## config.mk

```make
export PLATFORM = sky130hd
export DESIGN_NAME = fifo_serial_tx
export DESIGN_NICKNAME = d
export VERILOG_FILES = /design/src/rtl/fifo_serial_tx.sv
export SDC_FILE = /design/constraint.sdc
export NUM_CORES = 1
export LEC_CHECK = 0
export CAP_MARGIN = 10
export CORE_ASPECT_RATIO = 1.2
export CORE_MARGIN = 3
export CORE_UTILIZATION = 51
export CTS_BUF_LIST = sky130_fd_sc_hd__clkbuf_16
export DETAILED_ROUTE_END_ITERATION = 16
export GPL_ROUTABILITY_DRIVEN = 0
export PLACE_DENSITY = 0.83
export SYNTH_ARGS = -nofsm -noshare
export SYNTH_HDL_FRONTEND = slang
export SYNTH_SLANG_ARGS = --single-unit
```

## constraint.sdc

```tcl
create_clock -name clk -period 2.9 [get_ports clk]
set_input_delay 0.725 -clock clk [delete_from_list [all_inputs] [get_ports clk]]
set_output_delay 0.725 -clock clk [all_outputs]
set_load 0.02 [all_outputs]
```

## src/rtl/fifo_serial_tx.sv

```systemverilog
`default_nettype none
// ============================================================================
// Module   : fifo_serial_tx
// Purpose  : Drains an upstream FIFO one word at a time and sends each word
//            as an asynchronous serial frame: start bit, WIDTH data bits LSB
//            first, optional even parity bit, stop bit.
// Options  : define FIFO_SERIAL_TX_PARITY_EN to insert the even-parity bit.
// Revision : 1.0 - initial release
// ============================================================================
module fifo_serial_tx #(
    parameter int WIDTH        = 8,
    parameter int CLKS_PER_BIT = 16
) (
    input  logic             clk,
    input  logic             rst_n,
    input  logic             empty_n,
    input  logic [WIDTH-1:0] data_out,
    output logic             read,
    output logic             tx,
    output logic             busy,
    output logic             frame_done
);

    localparam int BAUD_W = (CLKS_PER_BIT > 1) ? $clog2(CLKS_PER_BIT) : 1;
    localparam int BIT_W  = $clog2(WIDTH + 1);

    localparam logic [BAUD_W-1:0] c_baud_last = BAUD_W'(CLKS_PER_BIT - 1);
    localparam logic [BIT_W-1:0]  c_bit_last  = BIT_W'(WIDTH - 1);

    typedef enum logic [2:0] {
        IDLE   = 3'd0,
        POP    = 3'd1,
        LOAD   = 3'd2,
        START  = 3'd3,
        DATA   = 3'd4,
`ifdef FIFO_SERIAL_TX_PARITY_EN
        PARITY = 3'd6,
`endif
        STOP   = 3'd5
    } state_t;

    state_t             state_q, state_d;
    logic [BAUD_W-1:0]  baud_q, baud_d;
    logic [BIT_W-1:0]   bit_q, bit_d;
    logic [WIDTH-1:0]   shift_q, shift_d;
    logic               read_q, read_d;
    logic               tx_q, tx_d;
    logic               busy_q, busy_d;
    logic               frame_done_q, frame_done_d;
`ifdef FIFO_SERIAL_TX_PARITY_EN
    logic               parity_q, parity_d;
`endif

    // Last cycle of the current serial bit.
    logic baud_wrap;
    assign baud_wrap = (baud_q == c_baud_last);

    // Next-state logic; outputs are derived from the next state so that every
    // output pin comes straight from a flop with no input-to-output path.
    always_comb begin
        state_d  = state_q;
        baud_d   = baud_q;
        bit_d    = bit_q;
        shift_d  = shift_q;
`ifdef FIFO_SERIAL_TX_PARITY_EN
        parity_d = parity_q;
`endif
        case (state_q)
            IDLE: begin
                if (empty_n) begin
                    state_d = POP;
                end
            end
            POP: begin
                state_d = LOAD;
            end
            LOAD: begin
                // FIFO read data is valid in the cycle after the pop pulse.
                shift_d  = data_out;
                baud_d   = '0;
                bit_d    = '0;
`ifdef FIFO_SERIAL_TX_PARITY_EN
                parity_d = ^data_out;
`endif
                state_d  = START;
            end
            START: begin
                if (baud_wrap) begin
                    baud_d  = '0;
                    state_d = DATA;
                end else begin
                    baud_d = baud_q + 1'b1;
                end
            end
            DATA: begin
                if (baud_wrap) begin
                    baud_d  = '0;
                    shift_d = shift_q >> 1;
                    if (bit_q == c_bit_last) begin
                        bit_d = '0;
`ifdef FIFO_SERIAL_TX_PARITY_EN
                        state_d = PARITY;
`else
                        state_d = STOP;
`endif
                    end else begin
                        bit_d = bit_q + 1'b1;
                    end
                end else begin
                    baud_d = baud_q + 1'b1;
                end
            end
`ifdef FIFO_SERIAL_TX_PARITY_EN
            PARITY: begin
                if (baud_wrap) begin
                    baud_d  = '0;
                    state_d = STOP;
                end else begin
                    baud_d = baud_q + 1'b1;
                end
            end
`endif
            STOP: begin
                if (baud_wrap) begin
                    baud_d  = '0;
                    state_d = IDLE;
                end else begin
                    baud_d = baud_q + 1'b1;
                end
            end
            default: begin
                state_d = IDLE;
            end
        endcase

        read_d       = (state_d == POP);
        busy_d       = (state_d != IDLE);
        frame_done_d = (state_d == STOP) && (baud_d == c_baud_last);
        case (state_d)
            START:   tx_d = 1'b0;
            DATA:    tx_d = shift_d[0];
`ifdef FIFO_SERIAL_TX_PARITY_EN
            PARITY:  tx_d = parity_q;
`endif
            default: tx_d = 1'b1;
        endcase
    end

    // State, counters, shift register and registered outputs.
    always_ff @(posedge clk or negedge rst_n) begin
        if (!rst_n) begin
            state_q      <= IDLE;
            baud_q       <= '0;
            bit_q        <= '0;
            shift_q      <= '0;
            read_q       <= 1'b0;
            tx_q         <= 1'b1;
            busy_q       <= 1'b0;
            frame_done_q <= 1'b0;
        end else begin
            state_q      <= state_d;
            baud_q       <= baud_d;
            bit_q        <= bit_d;
            shift_q      <= shift_d;
            read_q       <= read_d;
            tx_q         <= tx_d;
            busy_q       <= busy_d;
            frame_done_q <= frame_done_d;
        end
    end

`ifdef FIFO_SERIAL_TX_PARITY_EN
    // Parity of the captured word, held for the parity bit.
    always_ff @(posedge clk or negedge rst_n) begin
        if (!rst_n) begin
            parity_q <= 1'b0;
        end else begin
            parity_q <= parity_d;
        end
    end
`endif

    assign read       = read_q;
    assign tx         = tx_q;
    assign busy       = busy_q;
    assign frame_done = frame_done_q;

endmodule
`default_nettype wire
```

==> run_results.csv, run 1 <==
group,metric,value,unit
routing,dr_wl_met3,78,µm
clocking,cts_tree,"built",
routing,vias,986,
timing,tns,0,ns
timing,skew,0.00706,ns
grt,antenna_found_initial,0,
flow_run,drv_cap,0,
grt,grt_util_all_layers,0.191,
setup_path,cpPeakStageDelay,0.59,ns
layout,drive_gt1_frac,0.0662,
setup_path,path_buf_inv,1,
routing,viasPerCell,5.94,
power,p_switching,121,µW
hold_path,hold_path.class,"reg2reg",
floorplan,die_height,59.4,µm
routing,dr_wl_met2,1.33,mm
power,irDropWorstVdd,0.332,mV
floorplan,die-area,3000,µm²
layout,nets,150,
place,port_buffers,14,
place,dp.final_hpwl,1.85,mm
routing,ant_nets,0,
setup_path,cp_cell_sequence,"clkdlybuf4s50_1",
synthesis,synthDistinctLibCells,36,
run_status,outcome,"finished clean",
timing,final-hold-violation-count,0,
layout,antenna_cells,0,
clocking,htree_levels,1,
synthesis,synth_edf_count,0,
setup_path,crit_path_top_delay_cell,"clkdlybuf4s50_1",
clocking,root_buffer,"clkbuf_16",
timing,finalCritPeriodShare,0.713,
layout,syn_to_final_growth,17.9,%
timing,setup_viol,0,
synthesis,synth-main-ff-cell,"dfrtp_1",
clocking,cts_max_path_buffers,2,
power,p_clk_frac,0.446,
clocking,post_cts_buffers,0,
grt,grt_overflow,0,
place,placedCellCount,162,
timing,timing.fmax,483,MHz
clocking,cts_hold_buf,0,
synthesis,syn_area,1210,µm²
power,powerDensity,455,nW/µm²
floorplan,fp.dieW,50.5,µm
power,p_total,649,µW
synthesis,synthArstFlopShare,1.00,
synthesis,synthesis.nets,137,
setup_path,cp_data_required_time,2.17,ns
synthesis,ys_seq_area_frac,0.476,
power,intPower,528,µW
clocking,cts_buffers,3,
setup_path,cp-end-kind,"primary output",
floorplan,rows,18,
grt,grt_pass1_vias,970,
layout,fin_util,0.661,
setup_path,worst-r2r-setup-slack,0.92,ns
place,pre_cts_ws,0.869,ns
synthesis,syn_inst,124,
clocking,clk_latency,0.25,ns
timing,slew_violations,0,
routing,drcViolationCount,0,
timing,slew_headroom,0.601,
routing,wl_per_cell,15.3,µm
floorplan,core_area,2160,µm²
floorplan,initial_core_util,0.561,
layout,fin_cells,166,
synthesis,synth-seq-cells,23,
synthesis,avgSynthCellArea,9.78,µm²
floorplan,pin_count,15,
routing,top_layer,"met4",
routing,wl_met1,1.08,mm
routing,dr.pass1.iters,4,
timing,worstMarginPinSlew,0.598,ns
power,comb_power_share,0.046,
grt,grt_start_max_net_pins,20,
routing,drt-initial-drc-count,18,
setup_path,worst-setup-path-type,"reg2out",
timing,fin_crit,2.07,ns
clocking,clk_pin_slew,0.06,ns
setup_path,critPathMaxFanout,1,
clocking,clock-sinks,23,
power,switching_share,0.186,
synthesis,yosysWarningCount,0,
setup_path,cp.arrival,1.34,ns
timing,setup_ws,0.832,ns
power,seqPwrFrac,0.508,
setup_path,start_kind,"flip-flop",
clocking,cts_resized,0,
power,power_leakage,0.000647,µW
routing,wirelength,2.53,mm
timing,rsz0062_at_grt,"false",
setup_path,critPathTopFamily,"buffers and inverters",
grt,grt_pass1_wl,4.35,mm
==> registers in the layout, indices dropped and copies added, names as in the netlist <==
signal      count
baud_q          4
bit_q           4
busy            1
frame_done      1
read            1
shift_q         8
state_q         3
tx              1
==> cells in the final DEF, fill, tap and decap left out, drive strengths merged <==
cell type,count
nor4b,2
and2,1
dfrtp,22
a22oi,9
nand2b,2
o22ai,1
or3,2
o21ai,6
nor3,4
nand4,2
a32oi,2
a21o,1
dfstp,1
nor2,8
a31oi,3
nand3,2
a22o,1
nor3b,1
buf,2
nor4bb,1
clkdlybuf4s50,14
a21oi,5
clkbuf,3
a211oi,5
a2bb2oi,1
and4,2
xor2,1
nand2,14
inv,4
mux2i,3
ha,2
and3,5
nor2b,4
==> power groups by stage <==
stage | Combinational, µW | Sequential, µW | Clock [µW]
after CTS | 30.9 | 330 | 295
after floorplan | 6.46 | 336 | 0
final | 30.0 | 330 | 290
after detailed placement | 30.8 | 336 | 0
after global routing | 33.1 | 330 | 307
after global placement | 30.3 | 335 | 0
==> cell type report <==
type | count | area, µm²
fillers | 185 | 733
clock buffers | 3 | 75.1
well taps | 30 | 37.5
inverters | 3 | 11.3
repair buffers | 16 | 155
multi-input cells | 90 | 569
clock inverters | 1 | 3.75
flip-flops and latches | 23 | 577
==> stage by stage <==
| stage | instance area (µm²) | hold WS, ns |
|---|---|---|
| detailed placement | 1350 | 0.464 |
| finish | 1430 | 0.473 |
| floorplan | 1210 | 0.429 |
| global placement | 1350 | 0.453 |
| CTS | 1430 | 0.479 |
| global route | 1430 | 0.496 |
==> layer usage <==
metal	vias up	global-route usage
met4	0	0.0846
li1	485	-
met5	-	0
met3	7	0.0504
met1	479	0.216
met2	15	0.338
==> synth_stat cells (all sizes together) (2+ instances only) <==
library cell	n	area share
dfrtp	22	0.45
nand2	14	0.043
a22oi	9	0.056
nor2	8	0.025
buf	6	0.039
o21ai	6	0.025
a211oi	5	0.031
a21oi	5	0.021
and3	5	0.026
nor2b	4	0.021
nor3	4	0.021
a31oi	3	0.015
inv	3	0.0093
mux2i	3	0.025
a32oi	2	0.014
and4	2	0.015
clkbuf	2	0.0062
ha	2	0.021
nand2b	2	0.010
nand3	2	0.0083
nand4	2	0.010
nor4b	2	0.014
or3	2	0.010
==> path summary, 6_finish.rpt <==
| kind | startpoint | to | cells after the start |
|---|---|---|---|
| hold reg to reg | shift_q[2]$_DFFE_PN0P_ | shift_q[2]$_DFFE_PN0P_ | 2 |
| setup / recovery | tx$_DFF_PN1_ | tx | 1 |
| hold / removal | shift_q[2]$_DFFE_PN0P_ | shift_q[2]$_DFFE_PN0P_ | 2 |
| setup reg to reg | baud_q[0]$_DFF_PN0_ | busy$_DFF_PN0_ | 5 |
| max in group asynchronous | rst_n | shift_q[2]$_DFFE_PN0P_ | 2 |
| min in group asynchronous | rst_n | baud_q[1]$_DFF_PN0_ | 1 |
==> cells by family after synthesis <==
logic type,after synthesis,synth area share
flip-flops,23,0.476
AO/OA/AOI/OAI,34,0.193
XOR/XNOR,1,0.00723
buffers and inverters,11,0.0547
multiplexers,3,0.0248
AND/OR/NAND/NOR,50,0.224
adder cells (fa/ha/maj),2,0.0206
(Power assumes the default switching activity.)
==> run 2: changes to the inputs <==
Clock period 2.9 ns to 2.2 ns, I/O delays scaled along.
==> run_results.csv, run 2 (synthesis results as in run 1) <==
group,metric,value,unit
floorplan,core_area,2160,µm²
setup_path,crit_path_top_delay_cell,"dfrtp_1",
layout,final_cell_mix,"22 x dfrtp_1, 14 x nand2_1, 14 x clkdlybuf4s50_1",
flow_run,drv_cap,0,
clocking,cts_hold_buf,0,
place,dp.final_hpwl,1.64,mm
grt,grt_util_all_layers,0.200,
clocking,post_cts_buffers,0,
clocking,clk_pin_slew,0.06,ns
power,irDropWorstVdd,0.498,mV
grt,grt_overflow,0,
hold_path,hold_path.class,"reg2reg",
timing,worstMarginPinSlew,0.561,ns
grt,grt_pass1_wl,4.44,mm
clocking,root_buffer,"clkbuf_16",
routing,drt-initial-drc-count,30,
timing,timing.fmax,512,MHz
setup_path,cp_data_required_time,2.33,ns
layout,layout_commonest_cell,"dfrtp_1",
grt,antenna_found_initial,0,
routing,vias,992,
setup_path,cp.arrival,2.09,ns
setup_path,start_kind,"flip-flop",
setup_path,cp_cell_sequence,"ha_1 -> and3_1 -> mux2i_1 -> o22ai_2 -> or3_1",
routing,drcViolationCount,0,
clocking,cts_max_path_buffers,2,
routing,ant_nets,0,
place,place_area,1350,µm²
timing,finalCritPeriodShare,0.888,
floorplan,die-area,3000,µm²
setup_path,cpPeakStageDelay,0.45,ns
setup_path,worst-setup-path-type,"reg2reg",
timing,skew,0.00556,ns
floorplan,initial_core_util,0.561,
routing,dr.pass1.iters,4,
grt,grt_pass1_vias,998,
setup_path,cp-end-kind,"flip-flop",
layout,reg_top3,"shift_q (8), baud_q (4), bit_q (4)",
clocking,clk_latency,0.26,ns
grt,met3_usage,0.0605,
setup_path,critPathTopFamily,"simple AND/OR/NAND/NOR gates",
power,powerDensity,601,nW/µm²
layout,nets,150,
layout,top_register,"shift_q",
power,p_total,859,µW
timing,rsz0062_at_grt,"false",
timing,final-hold-violation-count,0,
layout,drive_gt1_frac,0.0662,
setup_path,path_buf_inv,0,
grt,use_met1,0.238,
power,power_leakage,0.000647,µW
place,port_buffers,14,
grt,grtUsageMet2,0.308,
layout,fin_util,0.661,
clocking,clock-sinks,23,
routing,viasPerCell,5.98,
routing,wirelength,2.42,mm
floorplan,rows,18,
setup_path,critPathMaxFanout,7,
timing,fin_crit,1.95,ns
timing,slew_violations,0,
routing,wl_per_cell,14.6,µm
floorplan,pin_count,15,
clocking,cts_resized,0,
layout,fin_area,1430,µm²
clocking,cts_buffers,3,
floorplan,die_height,59.4,µm
timing,setup_viol,0,
timing,slew_headroom,0.626,
clocking,cts_tree,"built",
grt,grt_start_max_net_pins,24,
clocking,htree_levels,1,
grt,grt.busiest_layer,"met2",
layout,largest_register_ffs,8,
floorplan,fp.dieW,50.5,µm
layout,antenna_cells,0,
run_status,outcome,"finished clean",
timing,holdWs,0.468,ns
timing,tns,0,ns
layout,syn_to_final_growth,17.9,%
==> run 2: cell counts in the layout (fill, tap and decap cells not counted) <==
No cell type changed its count.
==> run 2: per-layer routing <==
layer	share of wire	routed length, µm
met4	0.039	95
met5	0	0
met2	0.47	1150
met1	0.43	1030
met3	0.060	146
==> run 2: through the flow <==
step           instances  setup slack (ns)
3_5_place_dp         162             0.310
5_1_grt              166             0.108
3_3_place_gp         162             0.365
4_1_cts              166             0.266
6_report             166             0.246
2_1_floorplan        124             0.498
==> run 2: power breakdown <==
part / internal, µW / leakage [µW] / switching [µW]
Combinational: 23.4 / 0.000336 / 16.0
Sequential: 431 / 0.000268 / 3.41
Clock: 242 / 0.0000423 / 142
Total: 697 / 0.000647 / 162
==> run 2: path summary, 6_finish.rpt <==
check                      slack, ns  cells after the start                endpoint              startpoint
max in group asynchronous       1.27                      2            tx$_DFF_PN1_                   rst_n
min in group asynchronous       0.64                      2     baud_q[1]$_DFF_PN0_                   rst_n
setup reg to reg                0.25                      5          busy$_DFF_PN0_     baud_q[0]$_DFF_PN0_
hold / removal                  0.47                      2  shift_q[1]$_DFFE_PN0P_  shift_q[1]$_DFFE_PN0P_
setup / recovery                0.25                      5          busy$_DFF_PN0_     baud_q[0]$_DFF_PN0_
hold reg to reg                 0.47                      2  shift_q[1]$_DFFE_PN0P_  shift_q[1]$_DFFE_PN0P_
==> run 2: final cells by class <==
type / count / area [µm²]
well taps: 30 / 37.5
repair buffers: 16 / 155
flip-flops and latches: 23 / 577
fillers: 173 / 733
clock buffers: 3 / 75.1
inverters: 3 / 11.3
clock inverters: 1 / 3.75
multi-input cells: 90 / 569
==> run 2: worst min-delay path: stages (launching register included) <==
cell	delay [ns]
dfrtp_1	0.34
nand2_1	0.05
nand2_1	0.05
==> run 3: changes to the inputs <==
Settings changed: ABC_AREA set to 1.
==> run_results.csv, run 3 <==
group,metric,value,unit
run_status,outcome,"finished clean",
hold_path,hp-start,"shift_q[7]$_DFFE_PN0P_",
power,p_switching,171,µW
setup_path,cp-end-kind,"primary output",
layout,fin_cells,203,
timing,fin_crit,1.90,ns
grt,grt_start_max_net_pins,24,
layout,largest_register_ffs,8,
place,dp.final_hpwl,1.77,mm
synthesis,synth_top_area_share,0.440,
synthesis,synthArstFlopShare,1.00,
clocking,clk_latency,0.26,ns
floorplan,fp.dieW,51.2,µm
synthesis,synth_edf_count,0,
routing,drt-initial-drc-count,27,
synthesis,avgSynthCellArea,8.17,µm²
floorplan,initial_core_util,0.542,
layout,top_register,"shift_q",
routing,dr_wl_met3,51,µm
synthesis,muxShareOfSynthArea,0,
timing,finalCritPeriodShare,0.866,
routing,wl_met1,957,µm
timing,skew,0.00162,ns
synthesis,synth_area_leader_cell,"dfrtp_1",
clocking,htree_levels,1,
power,intPower,698,µW
clocking,clock-sinks,23,
layout,drive_gt1_frac,0.157,
floorplan,pin_count,15,
clocking,cts_max_path_buffers,2,
routing,top_layer,"met4",
setup_path,critPathTopFamily,"buffers and inverters",
hold_path,hold_path.class,"reg2reg",
power,seqPwrFrac,0.500,
power,power_leakage,0.000796,µW
synthesis,synthTopCellsByCount,"54 x nand2_1, 22 x dfrtp_1, 15 x inv_1",
layout,final_cell_mix,"54 x nand2_1, 22 x dfrtp_1, 15 x inv_1",
synthesis,synth-seq-cells,23,
synthesis,synth.area.top_cells,"dfrtp_1 44%, nand2_1 16%, inv_1 4.5%",
setup_path,rr_endpoint,"tx$_DFF_PN1_",
floorplan,die_height,60.2,µm
setup_path,cp_cell_sequence,"clkdlybuf4s50_1",
power,switching_share,0.197,
routing,dr.pass1.iters,4,
timing,worstMarginPinSlew,0.301,ns
power,irDropWorstVdd,0.489,mV
timing,setup_viol,0,
hold_path,whs_path_depth,2,
synthesis,synth_top_family_by_area,"simple AND/OR/NAND/NOR gates",
timing,tns,0,ns
setup_path,rr_startpoint,"baud_q[0]$_DFF_PN0_",
power,comb_power_share,0.045,
synthesis,synthAdderAreaFrac,0.0200,
clocking,cts_resized,0,
synthesis,yosysWarningCount,0,
synthesis,synth_compound_area_frac,0.0801,
routing,wirelength,2.32,mm
layout,multi_input_area,591,µm²
setup_path,worst-r2r-setup-slack,0.66,ns
floorplan,die-area,3080,µm²
setup_path,crit_path_top_delay_cell,"clkdlybuf4s50_1",
place,place_area,1440,µm²
setup_path,start_kind,"flip-flop",
place,port_buffers,14,
flow_run,drv_cap,0,
place,placedCellCount,199,
timing,holdWs,0.478,ns
timing,final-hold-violation-count,0,
grt,grt_pass1_wl,4.02,mm
grt,grt_util_all_layers,0.178,
routing,vias,1020,
setup_path,cpPeakStageDelay,0.59,ns
clocking,clk_pin_slew,0.06,ns
routing,dr_wl_met2,1.25,mm
setup_path,cp_data_required_time,1.65,ns
layout,fin_area,1520,µm²
grt,grt_overflow,0,
layout,nets,186,
synthesis,yosys.area_share.simple,0.372,
clocking,post_cts_buffers,0,
routing,ant_nets,0,
timing,slew_violations,0,
power,p_clk_frac,0.455,
floorplan,rows,19,
layout,reg_top3,"shift_q (8), baud_q (4), bit_q (4)",
hold_path,min_to,"shift_q[7]$_DFFE_PN0P_",
synthesis,synth-main-ff-cell,"dfrtp_1",
setup_path,critPathMaxFanout,1,
routing,drcViolationCount,0,
synthesis,synth_most_common_cell,"nand2_1",
synthesis,syn_area,1250,µm²
routing,wl_per_cell,11.4,µm
synthesis,synth_xor_area_frac,0,
setup_path,path_buf_inv,1,
power,powerDensity,573,nW/µm²
setup_path,reg2reg_depth,8,
layout,antenna_cells,0,
layout,fill_cells,190,
grt,grt_pass1_vias,1035,
synthesis,synthesis.nets,166,
clocking,cts_buffers,3,
setup_path,worst-setup-path-type,"reg2out",
clocking,root_buffer,"clkbuf_16",
routing,viasPerCell,5.02,
timing,rsz0062_at_grt,"false",
floorplan,core_area,2310,µm²
clocking,cts_tree,"built",
timing,timing.fmax,525,MHz
synthesis,syn_inst,153,
grt,antenna_found_initial,0,
synthesis,ys_seq_area_frac,0.461,
synthesis,synthDistinctLibCells,26,
layout,syn_to_final_growth,21.3,%
timing,slew_headroom,0.799,
layout,seq_area,577,µm²
setup_path,cp.arrival,1.35,ns
layout,layout_commonest_cell,"nand2_1",
clocking,cts_hold_buf,0,
run 3: changes by cell type after synthesis, moves of 5 or more:
| cell | previous run | this run |
|---|---|---|
| a211oi_1 | 5 | 0 |
| inv_1 | 3 | 15 |
| and3_1 | 5 | 0 |
| nand2_1 | 14 | 54 |
| nand3_1 | 2 | 11 |
run 3: through the flow:
| step | util | worst slack [ns] | power, µW |
|---|---|---|---|
| after floorplan | - | 0.845 | 450 |
| after global placement | 0.623 | 0.568 | 480 |
| after detailed placement | 0.623 | 0.569 | 482 |
| after CTS | 0.658 | 0.288 | 876 |
| after global routing | 0.658 | 0.269 | 894 |
| final | 0.658 | 0.295 | 869 |
run 3: area by class of cell:
class,count,share of cell area
Clock inverter,1,0.00330
Sequential cell,23,0.380
Tap cell,31,0.0256
Multi-Input combinational cell,110,0.389
Inverter,20,0.0545
Timing Repair Buffer,15,0.0974
Clock buffer,3,0.0495
run 3: logic make-up after synthesis:
group | after synthesis
flip-flops | 23
AND/OR/NAND/NOR | 93
adder cells (fa/ha/maj) | 2
buffers and inverters | 20
AO/OA/AOI/OAI | 15
run 3: metal layers:
layer  global-route usage  vias to the layer above
met3               0.0224                        5
met1                0.180                      470
li1                     -                      526
met4                0.115                        0
met5                    0                        -
met2                0.337                       19
run 3: how the worst max path moves through the flow:
stage | from | end | depth (start not counted)
2_1_floorplan | baud_q[0]$_DFF_PN0_ | bit_q[2]$_DFFE_PN0P_ | 7
3_3_place_gp | tx$_DFF_PN1_ | tx | 1
3_5_place_dp | tx$_DFF_PN1_ | tx | 1
4_1_cts | tx$_DFF_PN1_ | tx | 1
5_1_grt | tx$_DFF_PN1_ | tx | 1
6_report | tx$_DFF_PN1_ | tx | 1
run 3: power groups by stage:
stage / Clock (µW) / Combinational, µW / Sequential [µW]
after floorplan: 0 / 7.38 / 443
after global placement: 0 / 38.3 / 442
after detailed placement: 0 / 39.4 / 442
after CTS: 402 / 39.6 / 435
after global routing: 415 / 43.1 / 435
final: 396 / 38.7 / 435
